### config.mk
export PLATFORM = sky130hd
export DESIGN_NAME = irq_controller_flat
export DESIGN_NICKNAME = d
export VERILOG_FILES = /design/src/rtl/irq_pkg.sv /design/src/rtl/irq_if.sv /design/src/rtl/priority_encoder.sv /design/src/rtl/irq_controller.sv /design/src/flat_wrapper.sv
export SDC_FILE = /design/constraint.sdc
export NUM_CORES = 1
export LEC_CHECK = 0
export BUFFER_PORTS_ARGS = -buffer_cell sky130_fd_sc_hd__buf_2
export CORE_AREA = 2 2 77 79
export DETAILED_ROUTE_END_ITERATION = 16
export DIE_AREA = 0 0 79 81
export PLACE_DENSITY = 0.87
export SLEW_MARGIN = 20
export SYNTH_ARGS = -nofsm -noshare
export SYNTH_HDL_FRONTEND = slang
export SYNTH_SLANG_ARGS = --single-unit
### constraint.sdc
create_clock -name clk -period 4.2 [get_ports clk]
set_input_delay 0.84 -clock clk [delete_from_list [all_inputs] [get_ports clk]]
set_output_delay 0.84 -clock clk [all_outputs]
set_load 0.01 [all_outputs]
### src/rtl/irq_pkg.sv
// Shared types and config register map for the interrupt controller.
package irq_pkg;

    typedef enum logic {IDLE, BUSY} irq_state_e;

    localparam logic [1:0] CFG_ENABLE   = 2'd0;
    localparam logic [1:0] CFG_EDGE_SEL = 2'd1;
    localparam logic [1:0] CFG_SW_SET   = 2'd2;

endpackage

### src/rtl/irq_if.sv
// Source, config and claim/complete signals between the core side and the controller.
interface irq_if #(
    parameter int N = 4
);
    localparam int S = 2**N;

    logic [S-1:0] irq_src;
    logic         cfg_we;
    logic [1:0]   cfg_addr;
    logic [S-1:0] cfg_wdata;
    logic         irq;
    logic         claim_req;
    logic         claim_ack;
    logic         claim_hit;
    logic [N-1:0] claim_id;
    logic         complete_req;
    logic [N-1:0] complete_id;

    modport master (
        output irq_src, cfg_we, cfg_addr, cfg_wdata, claim_req, complete_req, complete_id,
        input  irq, claim_ack, claim_hit, claim_id
    );

    modport slave (
        input  irq_src, cfg_we, cfg_addr, cfg_wdata, claim_req, complete_req, complete_id,
        output irq, claim_ack, claim_hit, claim_id
    );

endinterface

### src/rtl/priority_encoder.sv
// 2**N -> N priority encoder; the highest set index wins.
module priority_encoder #(
    parameter int N = 4
) (
    input  logic [2**N-1:0] req_i,
    output logic [N-1:0]    id_o,
    output logic            valid_o
);

    always_comb begin
        id_o    = '0;
        valid_o = 1'b0;
        for (int i = 0; i < 2**N; i++) begin
            if (req_i[i]) begin
                id_o    = N'(i);
                valid_o = 1'b1;
            end
        end
    end

endmodule

### src/rtl/irq_controller.sv
// Interrupt controller: pending/enable/edge-select registers, fixed-priority pick
// and a claim/complete FSM that keeps one source in service at a time.
module irq_controller
    import irq_pkg::*;
#(
    parameter int N = 4
) (
    input  logic clk,
    input  logic rst_n,
    irq_if.slave bus
);

    localparam int S = 2**N;

    logic [S-1:0] enable_q, edge_sel_q, src_q;
    logic [S-1:0] pending_q, pending_d;
    logic [S-1:0] cand, set_term, clr_term, sw_set;
    logic [N-1:0] enc_id;
    logic         enc_valid;

    irq_state_e   state_q, state_d;
    logic [N-1:0] active_id_q, active_id_d;
    logic         ack_q, ack_d, hit_q, hit_d;
    logic [N-1:0] id_q, id_d;
    logic         irq_w, claim_grant;

    assign cand = pending_q & enable_q;

    priority_encoder #(.N(N)) u_enc (
        .req_i   (cand),
        .id_o    (enc_id),
        .valid_o (enc_valid)
    );

    // Level bits follow the line; edge bits hold until claimed. Set wins over clear.
    assign set_term  = (bus.irq_src & ~edge_sel_q) | (bus.irq_src & ~src_q & edge_sel_q);
    assign sw_set    = (bus.cfg_we && bus.cfg_addr == CFG_SW_SET) ? bus.cfg_wdata : '0;
    assign clr_term  = claim_grant ? (edge_sel_q & (S'(1) << enc_id)) : '0;
    assign pending_d = (pending_q & edge_sel_q & ~clr_term) | set_term | sw_set;

    always_ff @(posedge clk or negedge rst_n) begin
        if (!rst_n) begin
            enable_q   <= '0;
            edge_sel_q <= '0;
            src_q      <= '0;
            pending_q  <= '0;
        end else begin
            src_q     <= bus.irq_src;
            pending_q <= pending_d;
            if (bus.cfg_we && bus.cfg_addr == CFG_ENABLE)   enable_q   <= bus.cfg_wdata;
            if (bus.cfg_we && bus.cfg_addr == CFG_EDGE_SEL) edge_sel_q <= bus.cfg_wdata;
        end
    end

    always_ff @(posedge clk or negedge rst_n) begin
        if (!rst_n) begin
            state_q     <= IDLE;
            active_id_q <= '0;
            ack_q       <= 1'b0;
            hit_q       <= 1'b0;
            id_q        <= '0;
        end else begin
            state_q     <= state_d;
            active_id_q <= active_id_d;
            ack_q       <= ack_d;
            hit_q       <= hit_d;
            id_q        <= id_d;
        end
    end

    always_comb begin
        state_d = state_q;
        case (state_q)
            IDLE: if (bus.claim_req && enc_valid) state_d = BUSY;
            BUSY: if (bus.complete_req && bus.complete_id == active_id_q) state_d = IDLE;
            default: state_d = IDLE;
        endcase
    end

    // Claims only win from IDLE, so a claim alongside a complete in BUSY acks empty.
    always_comb begin
        irq_w       = (state_q == IDLE) && enc_valid;
        claim_grant = (state_q == IDLE) && bus.claim_req && enc_valid;
        ack_d       = bus.claim_req;
        hit_d       = claim_grant;
        id_d        = claim_grant ? enc_id : '0;
        active_id_d = claim_grant ? enc_id : active_id_q;
    end

    assign bus.irq       = irq_w;
    assign bus.claim_ack = ack_q;
    assign bus.claim_hit = hit_q;
    assign bus.claim_id  = id_q;

endmodule

### src/flat_wrapper.sv
// flat-port wrapper written by rule: the top's interface ports become plain ports
module irq_controller_flat import irq_pkg::*;
#(
    parameter int N = 4
)
  (clk, rst_n, bus_irq_src, bus_cfg_we, bus_cfg_addr, bus_cfg_wdata, bus_claim_req, bus_complete_req, bus_complete_id, bus_irq, bus_claim_ack, bus_claim_hit, bus_claim_id);
  irq_if #(.N(N)) bus_i ();
  input  logic clk;
  input  logic rst_n;
  input wire logic [$bits(bus_i.irq_src)-1:0] bus_irq_src;
  input wire logic [$bits(bus_i.cfg_we)-1:0] bus_cfg_we;
  input wire logic [$bits(bus_i.cfg_addr)-1:0] bus_cfg_addr;
  input wire logic [$bits(bus_i.cfg_wdata)-1:0] bus_cfg_wdata;
  input wire logic [$bits(bus_i.claim_req)-1:0] bus_claim_req;
  input wire logic [$bits(bus_i.complete_req)-1:0] bus_complete_req;
  input wire logic [$bits(bus_i.complete_id)-1:0] bus_complete_id;
  output wire logic [$bits(bus_i.irq)-1:0] bus_irq;
  output wire logic [$bits(bus_i.claim_ack)-1:0] bus_claim_ack;
  output wire logic [$bits(bus_i.claim_hit)-1:0] bus_claim_hit;
  output wire logic [$bits(bus_i.claim_id)-1:0] bus_claim_id;
  assign bus_i.irq_src = bus_irq_src;
  assign bus_i.cfg_we = bus_cfg_we;
  assign bus_i.cfg_addr = bus_cfg_addr;
  assign bus_i.cfg_wdata = bus_cfg_wdata;
  assign bus_i.claim_req = bus_claim_req;
  assign bus_i.complete_req = bus_complete_req;
  assign bus_i.complete_id = bus_complete_id;
  assign bus_irq = bus_i.irq;
  assign bus_claim_ack = bus_i.claim_ack;
  assign bus_claim_hit = bus_i.claim_hit;
  assign bus_claim_id = bus_i.claim_id;
  irq_controller #(.N(N)) u_core (.clk(clk), .rst_n(rst_n), .bus(bus_i));
endmodule
==> Word level (Yosys, flattened, before mapping) <==
Index checks and enable logic that the tools add are counted.
{ "classes": {"shifts": 1, "mux": 37, "n_reduce_logical": 9, "n_eq_ne": 3, "bitwise_logic": 14} }
{ "ops": {"columns": ["operator", "n"], "rows": [
  ["AND 16 bit", 7],
  ["2-to-1 mux 4 bit", 15],
  ["NOT 16 bit", 3],
  ["OR 16 bit", 3],
  ["2-to-1 mux 16 bit", 2],
  ["2-to-1 mux 1 bit", 19],
  ["left shift 1 x 4 -> 16 bit, first input constant", 1],
  ["logical AND 1 bit", 8],
  ["equality test 4 bit", 1],
  ["equality test 2 x 1 -> 1 bit, second input constant", 1],
  ["equality test 2 bit, second input constant", 1],
  ["zero test 2 bit", 1],
  ["case mux 1 bit (2 select lines)", 1],
  ["NOT 1 bit", 1]
]} }
{ "totals": {"regBits": 75, "wordCells": 73, "in_bits": 43, "out_inout_bits": 7} }

==> Longest topological paths before layout <==
Gate-level depths: netlist (run 1).
{ "depth": {"word_depth": 23, "mapped_depth": 6, "mapped_depth_nobuf": 5} }

==> Hierarchy <==
From an unflattened synthesis (run 1), not the netlist that was laid out.
{ "hier_totals": {"hier_cells": 260, "area_unflattened_um2": 3179.3} }
{ "modules_own_cells": {"columns": ["module", "n_inst", "seq_area_each_um2", "area_per_inst_um2", "cells_per_inst"], "rows": [
  ["irq_controller", 1, 1876.8, 3017.9, 231],
  ["priority_encoder", 1, 0.0, 161.4, 29]
]} }

==> Worst setup path before layout (run 1) <==
Ideal clock, no wire load.
{ "synth_timing": {"path_kind": "in2reg", "startpoint": "in bus_cfg_addr[1]", "endpoint": "reg u_core.enable_q[0]", "setup_ns": 0.125, "t_required_ns": 4.075, "cell_stages": 3, "arrival_ns": 1.831, "setup_slack_ns": 2.244, "path_buffers": 1, "path_cell_list": "nor3b_2 buf_2 mux2_2"} }
{ "synth_via": {"elab_chain_len": 2} }
{ "synth_lines": {"columns": ["item", "line_no", "text"], "rows": [
  ["from (decl)", "flat_wrapper.sv:12", "input wire logic [$bits(bus_i.cfg_addr)-1:0] bus_cfg_addr;"],
  ["zero test 2 bit", "irq_controller.sv:50", "if (bus.cfg_we && bus.cfg_addr == CFG_ENABLE) enable_q <= bus.cfg_wdata;"],
  ["logical AND 1 bit", "irq_controller.sv:50", null],
  ["to (signal assigned)", "irq_controller.sv:50", null],
  ["to (decl)", "irq_controller.sv:15", "logic [S-1:0] enable_q, edge_sel_q, src_q;"]
]} }
No other way between the ends.
A chain may end at the register's enable or synchronous reset.

==> Final worst setup path (run 1) <==
{ "layout_timing": {"startpoint": "reg u_core.pending_q[8]", "endpoint": "out bus_irq"} }
{ "layout_via": {"elab_chain_len": 10} }
{ "layout_lines": {"columns": ["item", "line_no", "text"], "rows": [
  ["from (decl)", "irq_controller.sv:16", "logic [S-1:0] pending_q, pending_d;"],
  ["from (signal assigned)", "irq_controller.sv:49", "pending_q <= pending_d;"],
  ["AND 16 bit", "irq_controller.sv:27", "assign cand = pending_q & enable_q;"],
  ["2-to-1 mux 1 bit (8 in a row)", "priority_encoder.sv:14", "if (req_i[i]) begin"],
  ["logical AND 1 bit", "irq_controller.sv:82", "irq_w = (state_q == IDLE) && enc_valid;"],
  ["to (decl)", "flat_wrapper.sv:17", "output wire logic [$bits(bus_i.irq)-1:0] bus_irq;"]
]} }
No other way between the ends.

==> flow_summary.yaml, run 1 <==
placed_design:
  hpwl_mm: 4.671
  portBuffers: 49
  dp_slack_ns: 1.822
  routabilityCongestion: 0.8431
layout:
  multi_input_area_mm2: 0.001341
  fin_nets: 355
  register_area_mm2: 0.001877
  drive_gt1_share_pct: 33.86
  n_antenna_cell: 0
  area_growth_pct: 16.04
  final_core_util_pct: 66.20
  n_fill_cell: 462
clocking:
  clock-root-buffer: "clkbuf_8"
  clkSinkCount: 75
  cts_resized: 0
  clk_pin_slew_ns: 0.07
  cts_made_buffers: 9
  hold_buffers: 0
  cts_setup_buffers: 0
  insertion_delay_ns: 0.35
  cts_tree: "done"
  cts_buffer_depth: 2
  htreeDepth: 3
status:
  status: "completed"
detailed_routing:
  ant_nets: 0
  route.vias.total: 2302
  drc: 0
  post_drt_wl_per_cell_um: 16.98
  viasPerCell: 5.887
  first_pass_iters: 4
  drt_iter0_markers: 118
  routed_wl_mm: 6.639
synth:
  synthFlopType: "dfrtp_1"
  ys_ff_latch: 75
  syn_nets: 300
  async_reset_ff_share_pct: 100.0
  synth_cells: 257
  yosysWarningCount: 0
  yosys-top-cells-count: "75 x dfrtp_1, 43 x nand2_1, 32 x mux2_2"
  synth_top_area_share_pct: 57.96
  syn-cell-area_mm2: 0.003238
  synth-edff-count: 0
  yosysSeqAreaShare_pct: 57.96
  synth_cell_types: 44
  synth.most_common_cell: "dfrtp_1"
  yosysTopAreaCell: "dfrtp_1"
  syn_avg_cell_area_um2: 12.60
  synth.area.top_cells: "dfrtp_1 58%, mux2_2 11%, nand2_1 5.0%"
sta:
  tightestPinTransition_ns: 0.9119
  rsz0062_at_grt: "no"
  period_needed_ns: 2.501
  fin_tns_setup_ns: 0
  hold_viol_final: 0
  relSlewSlack_pct: 39.21
  finalWorstSetupSlack_ns: 1.699
  finalMaxSlewViolations: 0
  setup_violations: 0
  skew_ns: 0.006456
  fin_crit_sh_pct: 59.54
  fmax_mhz: 399.9
die:
  ioPinCount: 50
  die_h_um: 81
  die_x_um: 79
  fp.dieArea_mm2: 0.006399
  start_util_pct: 57.05
  coreArea_mm2: 0.005675
  rows: 28
worst_setup_path:
  worstPathMaxFanout: 4
  crit_path_start: "u_core.pending_q[8]"
  path_class: "flop to primary output"
  cp.arrival_ns: 1.66
  r2r_start: "u_core.state_q"
  critPathMaxStageDelay_ns: 0.42
  rrSetupSlack_ns: 2.39
  rr_worst_depth: 5
  crit_end: "bus_irq"
  slowest_stage: "dfrtp_1"
  crit_chain: "a22oi_1, nand4_1, nor2_1, nor2_1, buf_2"
  cp-start-kind: "flop"
  endpoint_kind: "primary output"
  crit_required_ns: 3.36
  crit_top_cell: "nor2_1"
  timing.rr.end: "u_core.pending_q[8]"
grt:
  grt_use_total_pct: 23.13
  grt_pass1_vias: 2386
  antenna_found_initial: 0
  grt_pass1_wl_mm: 11.25
  gr-total-overflow: 0
  grt_max_degree: 76
power_and_ir_drop:
  power.leakage_nw: 1.705
  peakVddDrop_uv: 311.1
  p_per_area_mw_per_mm2: 542.0
run:
  max_cap_viol_count: 0
min_path:
  hold_class: "flop to flop"
==> cells in the final DEF (no fill, tap or decap), types with 3 or more instances in the layout <==
| master | Yosys | routed |
|---|---|---|
| nand2_1 | 43 | 43 |
| dfrtp_1 | 75 | 75 |
| xor2_1 | 3 | 3 |
| a22oi_1 | 14 | 14 |
| a21oi_1 | 7 | 7 |
| clkbuf_8 | 0 | 11 |
| and2_1 | 4 | 4 |
| o211ai_1 | 10 | 10 |
| mux2_2 | 32 | 32 |
| a221o_1 | 4 | 4 |
| buf_2 | 3 | 48 |
| a21o_1 | 3 | 3 |
| nor2_1 | 4 | 4 |
| a22o_1 | 5 | 5 |
| o21bai_1 | 9 | 9 |
==> critical path, delay by kind of cell (launching register included) <==
family          cells  cell delay (ns)
compound gates      1             0.32
simple gates        3             0.45
flops               1             0.42
buf+inv             1             0.13
==> cells by family after synthesis <==
| logic type | share of synthesized area [%] |
|---|---|
| compound gates | 19.16 |
| buf+inv | 0.8113 |
| mux | 11.13 |
| xor+xnor | 1.082 |
| flops | 57.96 |
| simple gates | 9.853 |
==> registers in the layout (all words and copies together) (netlist names) <==
register	count
u_core.bus.claim_id	4
u_core.enable_q	16
u_core.active_id_q	4
u_core.src_q	16
u_core.bus.claim_ack	1
u_core.state_q	1
u_core.pending_q	16
u_core.edge_sel_q	16
u_core.bus.claim_hit	1
==> per-stage QoR <==
stage	area, um^2	total power [mW]	hold slack (ns)	cells
floorplan	3238	1.330	0.4692	257
global placement	3557	1.472	0.4854	376
detailed placement	3563	1.497	0.4918	376
CTS	3757	2.047	0.5066	391
global route	3757	2.154	0.5150	391
finish	3757	2.036	0.5010	391
==> how the worst min path moves through the flow <==
stage / depth (start not counted) / slack [ns] / endpoint / from
2_1_floorplan: 1 / 0.47 / u_core.active_id_q[3] / u_core.active_id_q[3]
3_3_place_gp: 1 / 0.49 / u_core.active_id_q[2] / u_core.active_id_q[2]
3_5_place_dp: 1 / 0.49 / u_core.active_id_q[3] / u_core.active_id_q[3]
4_1_cts: 1 / 0.51 / u_core.active_id_q[3] / u_core.active_id_q[3]
5_1_grt: 1 / 0.52 / u_core.active_id_q[2] / u_core.active_id_q[2]
6_report: 1 / 0.50 / u_core.active_id_q[3] / u_core.active_id_q[3]
==> power by group <==
part           switching (mW)  internal, mW
clock network           0.245         0.303
logic                   0.264         0.234
registers               0.128         0.863
total                   0.636          1.40
==> routing by layer <==
layer  GRT usage [%]  vias up  routed length, um
met3           4.556       13                328
met5               0        -                  0
met4           10.17        0                121
li1                -     1077                  -
met1           29.89     1149               2909
met2           38.31       63               3279
==> cell type report <==
type                       instances  area share [%]
timing repair buffer              49           6.593
multi-input combinational        176           35.70
tap                               75           2.498
sequential                        75           49.95
inverter                           1         0.09990
clock inverter                     2          0.9324
clock buffer                      13           4.229
Note: power is estimated with default switching activity, not from simulation.
==> run 2, diff against run 1 <==
ABC_AREA = 1   (was not set)
CORE_AREA = 2 2 83 85   (was 2 2 77 79)
DIE_AREA = 0 0 85 87   (was 0 0 79 81)
PLACE_DENSITY = 0.79   (was 0.87)
clock period = 2.3 ns   (was 4.2 ns; I/O delays follow)
==> run 2 against run 1 <==
Die area rose by 16%. Clock skew grew 0.0043 ns. Global-route usage is 3.3 points lower. Utilization decreased by 8.7 points. Critical path depth increased by 2. Combinational power is 51% higher. Final area increased by 0.50%. Clock power increased by 69%. Non-clock buffer count grew 4. Sequential cell count stayed put. Register-to-register slack worse by 1.9 ns. Critical endpoint unchanged. Largest power group unchanged. Highest routed layer unchanged.
==> flow_summary.yaml, run 2 <==
synth:
  synth-edff-count: 0
  synth_cell_types: 26
  synth_top_area_share_pct: 58.00
  yosys-top-cells-count: "127 x nand2_1, 75 x dfrtp_1, 41 x o21ai_0"
  yosysTopAreaCell: "dfrtp_1"
  synthFlopType: "dfrtp_1"
  yosysSeqAreaShare_pct: 58.00
  synth_cells: 354
  synth.area.top_cells: "dfrtp_1 58%, nand2_1 15%, o21ai_0 6.3%"
  syn-cell-area_mm2: 0.003236
  synth.most_common_cell: "nand2_1"
  async_reset_ff_share_pct: 100.0
  ys_ff_latch: 75
  syn_avg_cell_area_um2: 9.140
  yosysWarningCount: 0
  syn_nets: 397
sta:
  rsz0062_at_grt: "no"
  fin_crit_sh_pct: 87.83
  setup_violations: 0
  holdWs_ns: 0.1317
  period_needed_ns: 2.020
  finalMaxSlewViolations: 0
  tightestPinTransition_ns: 0.4600
  fmax_mhz: 495.0
  fin_tns_setup_ns: 0
  hold_viol_final: 0
  relSlewSlack_pct: 69.30
  finalWorstSetupSlack_ns: 0.2798
  skew_ns: 0.01076
clocking:
  clock-root-buffer: "clkbuf_8"
  cts_setup_buffers: 0
  cts_buffer_depth: 2
  clkSinkCount: 75
  cts_tree: "done"
  htreeDepth: 3
  cts_resized: 0
  insertion_delay_ns: 0.35
  clk_pin_slew_ns: 0.07
  cts_made_buffers: 9
  hold_buffers: 0
placed_design:
  portBuffers: 49
  dp_slack_ns: 0.5485
  hpwl_mm: 4.759
  dp_cells: 480
  routabilityCongestion: 0.9002
  dpl_cell_area_mm2: 0.003597
layout:
  final_area_mm2: 0.003776
  fin_nets: 454
  instances_no_fill: 495
  n_fill_cell: 601
  final_cell_mix: "127 x nand2_1, 75 x dfrtp_1, 49 x buf_2, 41 x o21ai_0, 32 x inv_1"
  area_growth_pct: 16.71
  final_common_cell: "nand2_1"
  final_core_util_pct: 57.49
  n_antenna_cell: 0
  drive_gt1_share_pct: 22.41
die:
  coreArea_mm2: 0.006569
  ioPinCount: 50
  die_x_um: 85
  fp.dieArea_mm2: 0.007395
  rows: 30
  die_h_um: 87
  start_util_pct: 49.26
run:
  max_cap_viol_count: 0
power_and_ir_drop:
  power.leakage_nw: 1.985
  p_total_mw: 3.334
  p_per_area_mw_per_mm2: 883.0
  peakVddDrop_uv: 449.7
detailed_routing:
  drc: 0
  ant_nets: 0
  post_drt_wl_per_cell_um: 13.41
  drt_iter0_markers: 122
  route.vias.total: 2527
  first_pass_iters: 4
  routed_wl_mm: 6.639
  viasPerCell: 5.105
worst_setup_path:
  cp.arrival_ns: 1.56
  critPathMaxStageDelay_ns: 0.40
  crit_top_cell: "nand2_1"
  crit_required_ns: 1.84
  crit_chain: "nand2_1, nand2_1, nor2_4, inv_4, nor2_8, a31oi_4, buf_2"
  worstPathMaxFanout: 3
  slowest_stage: "dfrtp_1"
  endpoint_kind: "primary output"
  cp-start-kind: "flop"
  crit_path_start: "u_core.enable_q[11]"
  path_class: "flop to primary output"
  r2r_start: "u_core.enable_q[11]"
grt:
  grt_max_degree: 76
  grt_use_total_pct: 19.82
  gr-total-overflow: 0
  grt_pass1_vias: 2462
  antenna_found_initial: 0
  grt_pass1_wl_mm: 11.42
min_path:
  hold_class: "input port to async pin"
status:
  status: "completed"
run 2: cell count changes in the layout (fill, tap and decap cells not counted), sizes merged, moves of 9 or more:
| cell | previous run | this run |
|---|---|---|
| nand2 | 43 | 138 |
| o21ai | 4 | 42 |
| inv | 1 | 38 |
| mux2 | 32 | 0 |
| a22oi | 18 | 0 |
| nand3 | 1 | 10 |
run 2: area by class of cell:
cell class	count	area [um^2]	area share (%)
clock buffers	13	168.9	4.473
clock inverters	2	10.01	0.2651
inverters	38	152.6	4.042
multi-input cells	234	1180	31.25
flip-flops and latches	75	1877	49.70
well taps	80	100.1	2.651
repair buffers	53	287.8	7.621
run 2: path summary, 6_finish.rpt:
| path | to | cells past startpoint | slack, ns |
|---|---|---|---|
| worst max-delay path | bus_irq | 7 | 0.28 |
| worst min-delay path | u_core.edge_sel_q[11] | 2 | 0.13 |
| worst max register to register | u_core.pending_q[1] | 13 | 0.51 |
| worst min register to register | u_core.enable_q[7] | 2 | 0.49 |
| max in group asynchronous | u_core.enable_q[7] | 2 | 1.86 |
| min in group clk | u_core.src_q[8] | 1 | 0.23 |
run 2: power breakdown:
part / internal [mW] / switching [mW] / leakage, nW / total, mW
Sequential: 1.53 / 0.130 / 0.907 / 1.66
Clock: 0.471 / 0.454 / 0.0953 / 0.925
Combinational: 0.276 / 0.478 / 0.983 / 0.754
Total: 2.27 / 1.06 / 1.98 / 3.33
run 2: kinds of logic (layout without fill, tap and decap cells):
family | Yosys count | count (layout) | synth area share [%]
buffers and inverters | 45 | 106 | 5.530
AOI/OAI and AO/OA | 63 | 63 | 12.14
and+or+nand+nor | 168 | 168 | 23.51
xor gates and xnor gates | 3 | 3 | 0.8122
DFF | 75 | 75 | 58.00
run 2: per-layer routing:
layer / part of all wire [%] / GRT usage (%) / up-vias
li1: - / - / 1247
met5: 0 / 0 / -
met4: 1.5 / 7.792 / 0
met3: 5.4 / 4.455 / 8
met2: 48 / 31.82 / 61
met1: 45 / 26.40 / 1211
run 2: worst max-delay path: cells and delay by family, from the launching register on:
family / cells / cell delay (ns)
AOI/OAI and AO/OA: 1 / 0.11
buffers and inverters: 2 / 0.21
DFF: 1 / 0.40
and+or+nand+nor: 4 / 0.49
==> run 3, diff against run 2 <==
BUFFER_PORTS_ARGS = not set   (was -buffer_cell sky130_fd_sc_hd__buf_2)
CORE_AREA = 2 2 80 82   (was 2 2 83 85)
DIE_AREA = 0 0 82 84   (was 0 0 85 87)
DONT_BUFFER_PORTS = 1   (was not set)
PLACE_DENSITY = 0.77   (was 0.79)
==> run 3 against run 2 <==
The flow now finishes with violations (hold timing). Combinational power fell by 9.0%. Clock skew increased by 0.0015 ns. Die area down 6.9%. Sequential cell count is the same. Non-clock buffer count fell by 49. Clock power grew 20%. Via count down 7.0%. Register-to-register slack worse by 0.05 ns. Cell count is 11% lower. Largest power group unchanged. Highest routed layer unchanged.
==> flow_summary.yaml, run 3 (synthesized netlist as in run 2, its figures left out) <==
die:
  fp.dieArea_mm2: 0.006888
  die_x_um: 82
  ioPinCount: 50
  die_h_um: 84
  start_util_pct: 53.08
  rows: 29
  coreArea_mm2: 0.006096
sta:
  setup_violations: 0
  relSlewSlack_pct: 67.14
  skew_ns: 0.01230
  period_needed_ns: 1.876
  finalMaxSlewViolations: 0
  hold_viol_final: 6
  holdWs_ns: -0.003224
  fin_tns_setup_ns: 0
  fin_crit_sh_pct: 81.57
  rsz0062_at_grt: "no"
  tightestPinTransition_ns: 0.4924
  fmax_mhz: 533.1
placed_design:
  dp_cells: 427
  hpwl_mm: 4.767
  routabilityCongestion: 0.8963
  portBuffers: 0
layout:
  n_antenna_cell: 0
  area_growth_pct: 10.36
  final_core_util_pct: 58.58
  final_cell_mix: "127 x nand2_1, 75 x dfrtp_1, 41 x o21ai_0, 32 x inv_1"
  instances_no_fill: 443
  fin_nets: 405
  final_common_cell: "nand2_1"
  drive_gt1_share_pct: 12.30
detailed_routing:
  ant_nets: 0
  drt_iter0_markers: 162
  viasPerCell: 5.307
  first_pass_iters: 4
  route.vias.total: 2351
  drc: 0
  post_drt_wl_per_cell_um: 14.98
  routed_wl_mm: 6.637
grt:
  grt_max_degree: 76
  grt_pass1_wl_mm: 11.34
  grt_pass1_vias: 2442
  grt_use_total_pct: 22.15
  gr-total-overflow: 0
  antenna_found_initial: 0
clocking:
  htreeDepth: 3
  clock-root-buffer: "clkbuf_8"
  cts_made_buffers: 9
  cts_tree: "done"
  cts_setup_buffers: 0
  clk_pin_slew_ns: 0.08
  insertion_delay_ns: 0.35
  clkSinkCount: 75
  cts_buffer_depth: 2
power_and_ir_drop:
  power.leakage_nw: 1.800
  p_per_area_mw_per_mm2: 969.2
  peakVddDrop_uv: 534.7
status:
  failed_checks: "hold timing"
  status: "complete, but fails checks"
worst_setup_path:
  cp-start-kind: "flop"
  critPathMaxStageDelay_ns: 0.38
  path_class: "flop to primary output"
  cp.arrival_ns: 1.42
  crit_required_ns: 1.84
  crit_chain: "nand2_1, nand2_4, nor2_4, inv_4, nor2_8, a31oi_4"
  crit_path_start: "u_core.pending_q[12]"
  path_buf_inv: 1
  r2r_start: "u_core.pending_q[11]"
  worstPathMaxFanout: 3
  endpoint_kind: "primary output"
  slowest_stage: "dfrtp_1"
  cp_top_family: "simple AND/OR/NAND/NOR gates"
run:
  max_cap_viol_count: 0
min_path:
  hold_class: "input port to async pin"
## run 3: power by group
| group | internal, mW | switching, mW | leakage (nW) | total, mW |
|---|---|---|---|---|
| clock | 0.631 | 0.474 | 0.108 | 1.11 |
| sequential | 1.53 | 0.144 | 0.907 | 1.67 |
| combinational | 0.237 | 0.449 | 0.786 | 0.686 |
## run 3: metal layers
layer	GRT usage [%]	routed length (um)	up-vias
met5	0	0	-
met4	10.30	185	0
met3	5.087	361	15
met2	33.63	3139	62
met1	29.92	2950	1127
li1	-	-	1147
## run 3: repair_timing
item | CTS | global route
gates resized for setup | 0 | 0
endpoints found under the setup margin | 0 | 0
hold buffers | 1 | 0
endpoints found under the hold margin | 75 | 0
## run 3: worst reg2reg max path, delay by kind of cell (launching register included)
| kind | cells | cell delay, ns |
|---|---|---|
| compound gates | 2 | 0.29 |
| flops | 1 | 0.35 |
| simple gates | 8 | 0.81 |
| buf+inv | 3 | 0.25 |
## run 3: path summary, 6_finish.rpt
check | endpoint | slack (ns) | cells past startpoint
hold / removal | u_core.bus.claim_id[0] | -0.003 | 1
setup / recovery | bus_irq | 0.42 | 6
setup reg to reg | u_core.pending_q[1] | 0.46 | 13
max in group asynchronous | u_core.edge_sel_q[2] | 2.01 | 1
hold reg to reg | u_core.enable_q[11] | 0.49 | 2
min in group clk | u_core.src_q[2] | 0.13 | 0
## run 3: layout make-up
cell class / instances / area, um^2
clock buffer: 10 / 137.6
sequential: 75 / 1877
fill: 510 / 2525
multi-input combinational: 234 / 1180
inverter: 38 / 152.6
clock inverter: 5 / 77.57
tap: 77 / 96.34
timing repair buffer: 4 / 50.05
## run 3: through the flow
stage	setup slack (ns)	instance area [um^2]	total power, mW
2_1_floorplan	0.7430	3236	2.190
6_report	0.4240	3571	3.461
3_5_place_dp	0.4829	3328	2.350
4_1_cts	0.4018	3571	3.486
5_1_grt	0.2172	3571	3.671
3_3_place_gp	0.4948	3328	2.310
